File: config.mk
export PLATFORM = sky130hd
export DESIGN_NAME = heart_hit_detector
export DESIGN_NICKNAME = d
export VERILOG_FILES = /design/src/rtl/heart_hit_detector_pkg.sv /design/src/rtl/heart_hit_detector_frame_end_strobe.sv /design/src/rtl/heart_hit_detector.sv
export SDC_FILE = /design/constraint.sdc
export NUM_CORES = 1
export LEC_CHECK = 0
export ABC_AREA = 1
export CAP_MARGIN = 30
export CORE_AREA = 2 2 44 77
export DETAILED_ROUTE_END_ITERATION = 7
export DIE_AREA = 0 0 46 79
export GPL_ROUTABILITY_DRIVEN = 0
export PLACE_DENSITY = 0.81
export SETUP_SLACK_MARGIN = 0.15
export SLEW_MARGIN = 20
export SYNTH_ARGS = -nofsm -noshare
export SYNTH_HDL_FRONTEND = slang
export SYNTH_SLANG_ARGS = --single-unit
File: constraint.sdc
create_clock -name Pclk -period 2.3 [get_ports Pclk]
set_input_delay 0.46 -clock Pclk [delete_from_list [all_inputs] [get_ports Pclk]]
set_output_delay 0.46 -clock Pclk [all_outputs]
set_load 0.005 [all_outputs]
File: src/rtl/heart_hit_detector_pkg.sv
// Shared definitions for the heart hit detector and its neighbouring sprite stages.
// Holds the damage FSM states, the 640x480 screen limits and the HP defaults.
package heart_hit_detector_pkg;

   typedef enum logic [1:0] {
      ALIVE  = 2'd0,
      INVULN = 2'd1,
      DEAD   = 2'd2
   } hit_state_t;

   localparam int XY_W          = 10;
   localparam int SCREEN_LAST_X = 639;
   localparam int SCREEN_LAST_Y = 479;

   localparam int HP_MAX_DEF  = 20;
   localparam int DAMAGE_DEF  = 3;
   localparam int IFRAMES_DEF = 30;

endpackage

File: src/rtl/heart_hit_detector_frame_end_strobe.sv
// One-cycle frame-end strobe, delayed one pixel so it lines up with registered
// sprite on-flags. Also usable by the sprite movement logic.
module heart_hit_detector_frame_end_strobe
   import heart_hit_detector_pkg::*;
#(
   parameter int LAST_X = SCREEN_LAST_X,
   parameter int LAST_Y = SCREEN_LAST_Y
)(
   input  logic            Pclk,
   input  logic            rst_n,
   input  logic [XY_W-1:0] xx,
   input  logic [XY_W-1:0] yy,
   output logic            fe_p1
);

   always_ff @(posedge Pclk or negedge rst_n) begin
      if (!rst_n) begin
         fe_p1 <= 1'b0;
      end else begin
         fe_p1 <= (xx == XY_W'(LAST_X)) && (yy == XY_W'(LAST_Y));
      end
   end

endmodule

File: src/rtl/heart_hit_detector.sv
// Bullet/heart overlap detector: latches overlap per frame, applies damage at frame
// end, runs the invulnerability window and raises a sticky game-over flag.
module heart_hit_detector
   import heart_hit_detector_pkg::*;
#(
   parameter int HP_MAX  = HP_MAX_DEF,
   parameter int DAMAGE  = DAMAGE_DEF,
   parameter int IFRAMES = IFRAMES_DEF,
   parameter int HP_W    = 5,
   parameter int LAST_X  = SCREEN_LAST_X,
   parameter int LAST_Y  = SCREEN_LAST_Y
)(
   input  logic            Pclk,
   input  logic            rst_n,
   input  logic [XY_W-1:0] xx,
   input  logic [XY_W-1:0] yy,
   input  logic            aactive,
   input  logic            BulletSpriteOn,
   input  logic            HeartSpriteOn,
   input  logic            enable,
   input  logic            hp_restart,
   output logic [HP_W-1:0] hp,
   output logic            hit_pulse,
   output logic            invuln,
   output logic            heart_blink,
   output logic            game_over
);

   localparam int CNT_W = (IFRAMES > 1) ? $clog2(IFRAMES) : 1;
   localparam logic signed [HP_W+1:0] DMG_S = (HP_W+2)'(DAMAGE);

   function automatic logic [HP_W-1:0] sat_sub(input logic [HP_W-1:0] v);
      logic signed [HP_W+1:0] d;
      d = $signed({2'b00, v}) - DMG_S;
      return (d <= 0) ? '0 : d[HP_W-1:0];
   endfunction

   hit_state_t       state, state_n;
   logic [HP_W-1:0]  hp_n;
   logic [CNT_W-1:0] cnt, cnt_n;
   logic [2:0]       fcnt, fcnt_n;
   logic             invuln_n, go_n, hit_n, blink_n;
   logic             act_p1, fe_p1, ov_p1, ov_lat, hit_p1;

   heart_hit_detector_frame_end_strobe #(
      .LAST_X (LAST_X),
      .LAST_Y (LAST_Y)
   ) u_fe (
      .Pclk  (Pclk),
      .rst_n (rst_n),
      .xx    (xx),
      .yy    (yy),
      .fe_p1 (fe_p1)
   );

   // p1: pixel-aligned with the registered sprite flags
   assign ov_p1  = act_p1 & BulletSpriteOn & HeartSpriteOn & enable;
   assign hit_p1 = ov_lat | ov_p1;

   always_comb begin
      state_n  = state;
      hp_n     = hp;
      cnt_n    = cnt;
      invuln_n = invuln;
      go_n     = game_over;
      hit_n    = 1'b0;
      fcnt_n   = fe_p1 ? fcnt + 3'd1 : fcnt;
      if (hp_restart) begin
         state_n  = ALIVE;
         hp_n     = HP_W'(HP_MAX);
         cnt_n    = '0;
         invuln_n = 1'b0;
         go_n     = 1'b0;
      end else if (fe_p1) begin
         unique case (state)
            ALIVE: begin
               if (hit_p1) begin
                  hp_n  = sat_sub(hp);
                  hit_n = 1'b1;
                  if (hp_n == '0) begin
                     state_n = DEAD;
                     go_n    = 1'b1;
                  end else begin
                     state_n  = INVULN;
                     invuln_n = 1'b1;
                     cnt_n    = CNT_W'(IFRAMES - 1);
                  end
               end
            end
            INVULN: begin
               if (cnt == '0) begin
                  state_n  = ALIVE;
                  invuln_n = 1'b0;
               end else begin
                  cnt_n = cnt - CNT_W'(1);
               end
            end
            DEAD:    state_n = DEAD;
            default: state_n = ALIVE;
         endcase
      end
      // Blink follows the next-state values so it never outlives the i-frame window
      blink_n = invuln_n & fcnt_n[2];
   end

   // p2: frame-end results, visible the cycle after the strobe
   always_ff @(posedge Pclk or negedge rst_n) begin
      if (!rst_n) begin
         state       <= ALIVE;
         hp          <= HP_W'(HP_MAX);
         cnt         <= '0;
         fcnt        <= '0;
         invuln      <= 1'b0;
         game_over   <= 1'b0;
         hit_pulse   <= 1'b0;
         heart_blink <= 1'b0;
         ov_lat      <= 1'b0;
         act_p1      <= 1'b0;
      end else begin
         state       <= state_n;
         hp          <= hp_n;
         cnt         <= cnt_n;
         fcnt        <= fcnt_n;
         invuln      <= invuln_n;
         game_over   <= go_n;
         hit_pulse   <= hit_n;
         heart_blink <= blink_n;
         ov_lat      <= (hp_restart || fe_p1) ? 1'b0 : (ov_lat | ov_p1);
         act_p1      <= aactive;
      end
   end

endmodule

==> results of run 1 <==
## cell families after synthesis
group / synth area share
AO/OA/AOI/OAI: 0.1149
XOR/XNOR: 0.01995
adder cells (fa/ha/maj): 0.03799
buffers and inverters: 0.09592
flip-flops: 0.4198
AND/OR/NAND/NOR: 0.3115
## cells in the mapped netlist
cell type   n  area share
a21oi_1     3       0.011
nand3_4     1       0.013
o211ai_2    1      0.0095
inv_1      30       0.085
nor3b_1     3       0.017
or2_4       1      0.0066
o31ai_1     2       0.011
o22ai_1     3       0.014
a21boi_0    1      0.0057
nor2_4      2       0.017
nor2_2      2      0.0095
nand2_4     2       0.017
ha_1        4       0.038
clkinv_1    1      0.0028
o21ai_1     2      0.0076
o21ai_0     7       0.027
nand4_1     3       0.014
a31oi_1     2      0.0095
nor2_1      7       0.020
nand2_1    40        0.11
nand3_1    13       0.049
dfstp_2     2       0.040
o21a_1      1      0.0057
dfrtp_1    20        0.38
o21ai_2     2       0.013
nand2_2     3       0.014
xor2_1      3       0.020
buf_2       2      0.0076
nor3_1      3       0.011
nand3_2     1      0.0076
## flip-flops by register name, summed over array words and instances (netlist names)
register and cells:
act_p1 1, cnt 5, fcnt 3, game_over 1, heart_blink 1, hit_pulse 1, hp 5, invuln 1
ov_lat 1, state 2, u_fe.fe_p1 1
## metal layers
layer  vias up  track usage  share of wire
li1        610            -              -
met1       553       0.1749           0.35
met2        36       0.3264           0.61
met3         2      0.01591          0.030
met4         0      0.08286          0.011
met5         -            0              0
## power groups by stage
stage          registers (µW)  clock network [µW]  logic (µW)
2_1_floorplan             480                   0         311
3_3_place_gp              490                   0         419
3_5_place_dp              489                   0         429
4_1_cts                   482                 279         432
5_1_grt                   487                 285         495
6_report                  482                 267         429
## cells in the final DEF (no fill, tap or decap), types with 2 or more instances in the layout
cell	instances
a21oi_1	3
a31oi_1	2
buf_4	2
clkbuf_8	4
clkdlybuf4s50_1	35
dfrtp_1	20
dfstp_2	2
ha_1	4
inv_1	30
nand2_1	40
nand2_2	3
nand2_4	2
nand3_1	13
nand4_1	3
nor2_1	7
nor2_2	2
nor2_4	2
nor3_1	3
nor3b_1	3
o21ai_0	7
o21ai_1	2
o21ai_2	2
o22ai_1	3
o31ai_1	2
xor2_1	3
## how the worst max path moves through the flow
stage | endpoint | slack, ns | depth (start not counted)
global placement | cnt[1] | 0.31 | 9
CTS | hp[2] | 0.46 | 1
detailed placement | cnt[0] | 0.30 | 9
floorplan | cnt[3] | 0.79 | 11
global route | hp[4] | 0.43 | 1
finish | hp[2] | 0.48 | 1
## area by class of cell
| type | count | area, µm² | share of cell area |
|---|---|---|---|
| flip-flops and latches | 22 | 553.0 | 0.3135 |
| clock buffers | 4 | 55.05 | 0.03121 |
| multi-input cells | 112 | 638.1 | 0.3617 |
| repair buffers | 37 | 365.4 | 0.2071 |
| well taps | 29 | 36.28 | 0.02057 |
| inverters | 31 | 116.4 | 0.06596 |
## metrics by stage
stage	instance area (µm²)	hold slack, ns	utilization	cells
after floorplan	1318	0.1644	-	167
after global placement	1709	0.4595	0.5621	231
after detailed placement	1709	0.4655	0.5621	231
after CTS	1764	0.4794	0.5802	235
after global routing	1764	0.5087	0.5802	235
final	1764	0.4769	0.5802	235
==> metrics, run 1 <==
status=completed; CP Launch Point=hp[2]; Seq/Total Area, Yosys=0.4198; diode count=0; routed len/inst=about 11 µm; Syn Area/Cell=between 7 and 8 µm²; Synth cell types=30; Max Fclk=around 550 MHz; Worst-path clk slew=around 0.07 ns; Leakage Power=around 0.00087 µW; setup repair bufs after CTS=0; DRC marker count from the first detailed-route iteration=24; P_sw=slightly above 400 µW; clk buf depth=2; Relative slew margins=0.7541; CP top delay family=flip-flops; first-pass GRT wire length=between 4000 and 5000 µm; starting density of the core=0.4333; r2r worst-path depth=11; H-tree levels=1; dpl hpwl=around 2200 µm; final hold viol count=0; Netlist Area Pre-Place=~1300 µm²; count of input and output buffers=35; grt ovf=0; clk sinks=22; Setup CP Type=reg2out; Setup crit start kind=flip-flop; Final min period=1.818 ns; CTS root buf=clkbuf_8; Place WS=~0.30 ns; CP required=1.84 ns; critical path's largest stage delay=roughly 0.6 ns; antenna violations before repair=0; CP arrival=roughly 1.4 ns; Mapped Nets=between 150 and 200; crit share post-route=0.7903; Setup Viol. Count Final=0; final net count=238; Worst R2R Setup Slack=between 0.6 and 0.7 ns; Mapped Cells=between 150 and 200; full die area=approximately 3600 µm²; CP Max Fanout=6; final worst slack=around 0.48 ns; Reg power frac=0.409; max cap viols=0; setup tns final=0 ns; core area=~3000 µm²; via/cell ratio=5.111; #FFs+latches synth=22; R2R Path Start=hp[0]; ordered cell list for the critical path=clkdlybuf4s50_1; Die X=about 46 µm; vias in the first global route=between 1000 and 1500; worst path bufs/invs=1; Worst IR Drop VDD=approximately 0.00043 V; worst hold path depth=1; Antenna Nets Post-Route=0; largest net degree at the start of global routing=23; 1st-pass router iterations=4; Overall Global Routing Usage=0.1737; Power Density=around 670 nW/µm²; final WL=2646 µm; Power, Total=between 1000 and 1500 µW; unrepaired setup endpoints after global routing=no; layout cells sized above 1=0.1117; min-delay worst type=reg2reg; CTS buffer count=3; DRC errors left=0; Clk pwr share=0.226; fill count=between 200 and 300; YS warnings=0; crit end category=output port; Clock Skew=just under 0.004 ns; hold_buf cts=0; clock latency on the worst-skew pair=~0.26 ns; switching part of the total=0.3432; routed via count=between 1000 and 1500; Hold Crit Start=fcnt[0]; Max Slew Vio Count=0; TritonCTS clock tree=built; # rows=27; Slew @ Worst Pin=0.3685 ns; Pint=roughly 770 µW; logic gate share of total power=0.364; CTS resizes=0; IO Pins=36; Die Height=slightly below 80 µm; Hold Crit Endpoint=fcnt[0]; Slowest-stage cell, CP=dfstp_2; worst r2r dst=cnt[1]; area delta synth->final=33.90%
No activity file was read; power rests on OpenSTA's default activity.
==> inputs of run 2 (changes only) <==
- CORE_AREA: 2 2 44 77 -> 2 2 45 79
- DIE_AREA: 0 0 46 79 -> 0 0 47 81
- clock period: 2.3 -> 1.65 ns (I/O delays scaled with it)
==> run 2 against run 1 <==
  * Final cell count grew 12%
  * Clock skew rose by 0.00055 ns
  * Total power grew 55%
  * Utilization grew 3.8 points
  * Routed wire length rose by 18%
  * Clock power increased by 85%
  * Combinational power rose by 53%
  * Via count up 4.9%
  * Hold slack got worse by 0.062 ns
  * Sequential power up 40%
  * Register-to-register slack lost 0.59 ns
  * Design area up 13%
  * Critical endpoint is now cnt[3]
==> metrics, run 2 (synthesis gave the netlist of run 1 again) <==
status=completed; CP Max Fanout=7 (+1); final net count=251 (+5.5%); Die X=47 µm (+2.2%); TritonCTS clock tree=built; largest net degree at the start of global routing=23 (unchanged); DRC errors left=0 (unchanged); area delta synth->final=51.19%; final hold viol count=0 (unchanged); unrepaired setup endpoints after global routing=yes; Area after DPL=1789 µm² (+4.7%); logic gate share of total power=0.359 (-0.005); most common cell after layout, fill and taps aside=nand2_1; CP Launch Point=hp[2]; starting density of the core=0.4088 (-0.02456); Clk pwr share=0.271 (+0.045); P_sw=608.1 µW (+50%); # rows=28 (+3.7%); Slew @ Worst Pin=0.2814 ns (-0.08703 ns); DRC marker count from the first detailed-route iteration=10 (-58%); Die Height=81 µm (+2.5%); Relative slew margins=0.8124 (+0.05829); via/cell ratio=4.773 (-6.6%); min-delay worst type=in2async; ordered cell list for the critical path=inv_1 -> nand2_1 -> nand2_2 -> nand2_2 -> nand2_2 -> nand2_4 -> nand2_4 -> nand3_4 -> nand3_4 -> nand2_4 -> nand2_1 -> nand2_1; Post-Layout Cell Count=264 (+12%); CP arrival=1.80 ns (+0.44 ns); CTS buffer count=3 (unchanged); routed via count=1260 (+4.9%); max cap viols=0 (unchanged); CTS root buf=clkbuf_8; first-pass GRT wire length=4974 µm (+4.0%); clk sinks=22 (unchanged); Clock Skew=0.004441 ns (+0.0005522 ns); crit end category=flip-flop; Setup crit start kind=flip-flop; met2 Track Usage GR=0.3630 (+0.03662); Power, Total=1825 µW (+55%); met1 usage=0.1556 (-0.01937); Worst IR Drop VDD=0.0006020 V (+39%); routed len/inst=11.84 µm (+5.2%); Final min period=roughly 1.6 ns; clock latency on the worst-skew pair=0.26 ns (about the same); Worst-path clk slew=0.08 ns (about the same); H-tree levels=1 (unchanged); most frequent cells in the layout=nand2_1, clkdlybuf4s50_1, inv_1; biggest regs=cnt x5, hp x5, fcnt x3; Antenna Nets Post-Route=0 (unchanged); Leakage Power=0.0009664 µW (+11%); Most Crowded Layer GR=met2; Util after Layout=0.6180 (+0.03777); worst r2r dst=cnt[3]; Power Density=916.4 nW/µm² (+37%); crit share post-route=0.9671; r2r worst-path depth=12 (+1); final WL=3126 µm (+18%); 1st-pass router iterations=4 (unchanged); Pint=1217 µW (+57%); R2R Path Start=hp[2]; Reg power frac=0.370 (-0.039); Placed Cells=255 (+10%); full die area=3807 µm² (+4.8%); count of input and output buffers=35 (unchanged); antenna violations before repair=0 (unchanged); critical path's largest stage delay=0.60 ns (about the same); Max Slew Vio Count=0 (unchanged); Worst R2R Setup Slack=0.05 ns (-0.59 ns); Min Hold Slack=0.4147 ns (-0.06228 ns); GR Layer Usage met3=0.02222 (+0.006313); vias in the first global route=1275 (+4.5%); Max Fclk=626.7 MHz; Slowest-stage cell, CP=dfstp_2; IO Pins=36 (unchanged); clk buf depth=2 (unchanged); Setup CP Type=reg2reg; Setup Viol. Count Final=0 (unchanged); CP required=1.85 ns (about the same); grt ovf=0 (unchanged); switching part of the total=0.3331 (-0.01011); Overall Global Routing Usage=0.1802 (+0.006472); fin area=1992 µm² (+13%); layout cells sized above 1=0.2511 (+0.1395); diode count=0 (unchanged); core area=3223 µm² (+6.0%); dpl hpwl=2476 µm (+12%)
-- run 2: cell count changes in the layout (fill, tap and decap cells not counted), sizes merged --
cell	change
clkdlybuf4s50	-5
inv	+1
clkbuf	-1
bufinv	+1
dlygate4sd2	+5
clkinv	-1
buf	+13
-- run 2: cell type report --
type,instances,area [µm²]
inverter,31,118.9
sequential,22,553.0
multi-input combinational,112,728.2
tap,45,56.30
clock inverter,1,30.03
timing repair buffer,50,464.2
clock buffer,3,41.29
fill,292,1231
-- run 2: power groups by stage --
stage	Clock [µW]	Combinational (µW)	Sequential, µW
final	495	655	676
after global routing	525	728	679
after CTS	507	639	671
after detailed placement	0	634	681
after global placement	0	614	678
after floorplan	0	433	669
-- run 2: how the worst max path moves through the flow --
stage	to	cells after the start
after CTS	cnt[2]	11
after global placement	cnt[3]	11
final	cnt[3]	12
after detailed placement	hp[2]	10
after global routing	cnt[0]	12
after floorplan	cnt[3]	11
-- run 2: per-layer routing --
layer  vias to the layer above  wire length [µm]
met5                         -                 0
met4                         0                85
met3                         8                68
met2                        29              1913
met1                       586              1058
li1                        637                 -
-- run 2: timing repair --
action,4_1_cts,5_1_grt
hold buffers,0,0
resized for setup,8,26
pin swaps,4,8
setup endpoints to repair,16,17
buffers inserted,3,2
-- run 2: worst max-delay path, delay by kind of cell, from the launching register on --
family,cells,cell delay (ns)
AND/OR/NAND/NOR,11,0.85
flip-flops,1,0.60
buffers and inverters,1,0.06
-- run 2: stage by stage --
| step | TNS (ns) | worst slack [ns] |
|---|---|---|
| finish | 0 | 0.05428 |
| global route | -0.2386 | -0.05518 |
| CTS | 0 | 0.03997 |
| detailed placement | -1.942 | -0.2073 |
| global placement | -0.9537 | -0.1249 |
| floorplan | 0 | 0.1523 |
==> inputs of run 3 (changes only) <==
- clock period: 1.65 -> 1.4 ns (I/O delays scaled with it)
==> run 3 against run 2 <==
  * The flow now finishes with violations (negative setup slack)
  * Register-to-register slack worse by 0.35 ns
  * Combinational power rose by 60%
  * Clock power increased by 19%
  * Die area did not move
  * Sequential share of layout area decreased by 3.0 points
  * Clock-buffer cell count unchanged
  * Via count grew 13%
  * Highest routed layer unchanged
  * Largest power group is now combinational logic
  * Setup slack worse by 0.35 ns
  * Critical path depth fell by 1
==> metrics, run 3 (synthesis gave the netlist of run 1 again) <==
Pint=1610 µW (+32%); crit share post-route=1.212 (+0.2448); area delta synth->final=69.71%; ordered cell list for the critical path=ha_2 -> inv_2 -> nor2_4 -> inv_1 -> o211ai_2 -> nand2_1 -> clkinv_2 -> nand3_4 -> nand3_4 -> buf_4 -> o22ai_2; Final min period=1.697 ns (+0.1010 ns); Setup CP Type=reg2reg; Min Hold Slack=0.3693 ns (-0.04533 ns); Worst-path clk slew=0.08 ns (about the same); violated checks=negative setup slack; Worst IR Drop VDD=0.0007983 V (+33%); clk sinks=22 (unchanged); Slew @ Worst Pin=0.3435 ns (+0.06203 ns); layout cells sized above 1=0.3821 (+0.1310); H-tree levels=1 (unchanged); DRC marker count from the first detailed-route iteration=34 (+24); full die area=3807 µm² (unchanged); Post-Layout Cell Count=291 (+10%); CP Max Fanout=7 (unchanged); biggest regs=cnt x5, hp x5, fcnt x3; 1st-pass router iterations=4 (unchanged); clk buf depth=2 (unchanged); Worst R2R Setup Slack=-0.30 ns (-0.35 ns); crit end category=flip-flop; P_sw=810.5 µW (+33%); max cap viols=0 (unchanged); count of input and output buffers=35 (unchanged); TritonCTS clock tree=built; Util after Layout=0.6937 (+0.07570); final hold viol count=0 (unchanged); worst path bufs/invs=4 (+3); unrepaired setup endpoints after global routing=yes; Power Density=1083 nW/µm² (+18%); Max Fclk=589.4 MHz (-6.0%); Reg power frac=0.322 (-0.048); Place WS=-0.3599 ns (-0.1526 ns); first-pass GRT wire length=5934 µm (+19%); via/cell ratio=4.907 (+2.8%); final WL=3703 µm (+18%); logic gate share of total power=0.435 (+0.076); Overall Global Routing Usage=0.2146 (+0.03442); most common cell after layout, fill and taps aside=buf_4; diode count=0 (unchanged); routed via count=1428 (+13%); CP required=1.58 ns (-0.27 ns); crit path to=state[0]; grt ovf=0 (unchanged); Stages on worst setup path=11 (-1); critical path's largest stage delay=0.42 ns (-0.18 ns); CP Launch Point=hp[0]; # rows=28 (unchanged); Die X=47 µm (unchanged); core area=3223 µm² (unchanged); CP top delay family=flip-flops; CTS buffer count=3 (unchanged); dpl hpwl=2620 µm (+5.8%); starting density of the core=0.4088 (unchanged); Relative slew margins=0.7704 (-0.04199); worst r2r dst=state[0]; r2r worst-path depth=11 (-1); clock latency on the worst-skew pair=0.26 ns (about the same); Setup crit start kind=flip-flop; R2R Path Start=hp[0]; status=finished, violations left; most frequent cells in the layout=buf_4, nand2_1, clkdlybuf4s50_1; Setup Viol. Count Final=13 (+13); CP arrival=1.88 ns (+0.08 ns); Antenna Nets Post-Route=0 (unchanged); CP dominant cell by count=nand3_4; largest net degree at the start of global routing=23 (unchanged); min-delay worst type=in2async; IO Pins=36 (unchanged); Power, Total=2421 µW (+33%); Clock Skew=0.003391 ns (-0.001049 ns); Die Height=81 µm (unchanged); switching part of the total=0.3348 (+0.001698); hold_buf cts=0 (unchanged); Leakage Power=0.001117 µW (+16%); final worst slack=-0.2967 ns (-0.3510 ns); antenna violations before repair=0 (unchanged); fill count=253 (-13%); Slowest-stage cell, CP=dfrtp_1; vias in the first global route=1508 (+18%); CTS root buf=clkbuf_8; routed len/inst=12.73 µm (+7.5%); final net count=278 (+11%); DRC errors left=0 (unchanged); Clk pwr share=0.244 (-0.027); Max Slew Vio Count=0 (unchanged); Placed Cells=270 (+5.9%)
==> run 3: final cells by class <==
type                    count  area [µm²]  area share
well taps                  45       56.30     0.02518
flip-flops and latches     22       554.3      0.2479
clock inverters             1       30.03     0.01343
multi-input cells         112       755.7      0.3380
inverters                  31       117.6     0.05260
repair buffers             77       680.7      0.3044
clock buffers               3       41.29     0.01847
==> run 3: worst reg2reg max path: cells and delay by family (launching register included) <==
family / cells / cell delay [ns]
AND/OR/NAND/NOR: 4 / 0.36
flip-flops: 1 / 0.42
AO/OA/AOI/OAI: 2 / 0.23
buffers and inverters: 4 / 0.40
adder cells (fa/ha/maj): 1 / 0.20
==> run 3: layer usage <==
metal	global-route usage	wire, µm	share of wire
met5	0	0	0
met4	0.1222	139	0.038
met3	0.03556	99	0.027
met2	0.4151	2238	0.60
met1	0.1872	1226	0.33
==> run 3: timing repair <==
action | 4_1_cts | 5_1_grt
endpoints found under the setup margin | 25 | 20
resized for setup | 40 | 24
pin swaps | 13 | 7
buffers inserted | 8 | 9
==> run 3: power groups by stage <==
stage	Clock, µW	Combinational, µW	Sequential [µW]
finish	590	1050	779
detailed placement	0	885	792
floorplan	0	512	791
CTS	598	918	780
global route	617	1130	784
global placement	0	871	789
==> run 3: how the worst min path moves through the flow <==
stage / from / to
global placement: fcnt[1] / fcnt[1]
detailed placement: fcnt[0] / fcnt[0]
global route: rst_n / ov_lat
finish: rst_n / fcnt[0]
floorplan: rst_n / act_p1
CTS: rst_n / heart_blink
==> run 3: through the flow <==
stage,area [µm²],TNS (ns)
2_1_floorplan,1320,-0.3266
3_3_place_gp,1904,-4.017
3_5_place_dp,1904,-4.468
4_1_cts,2113,-1.611
5_1_grt,2236,-3.661
6_report,2236,-2.322
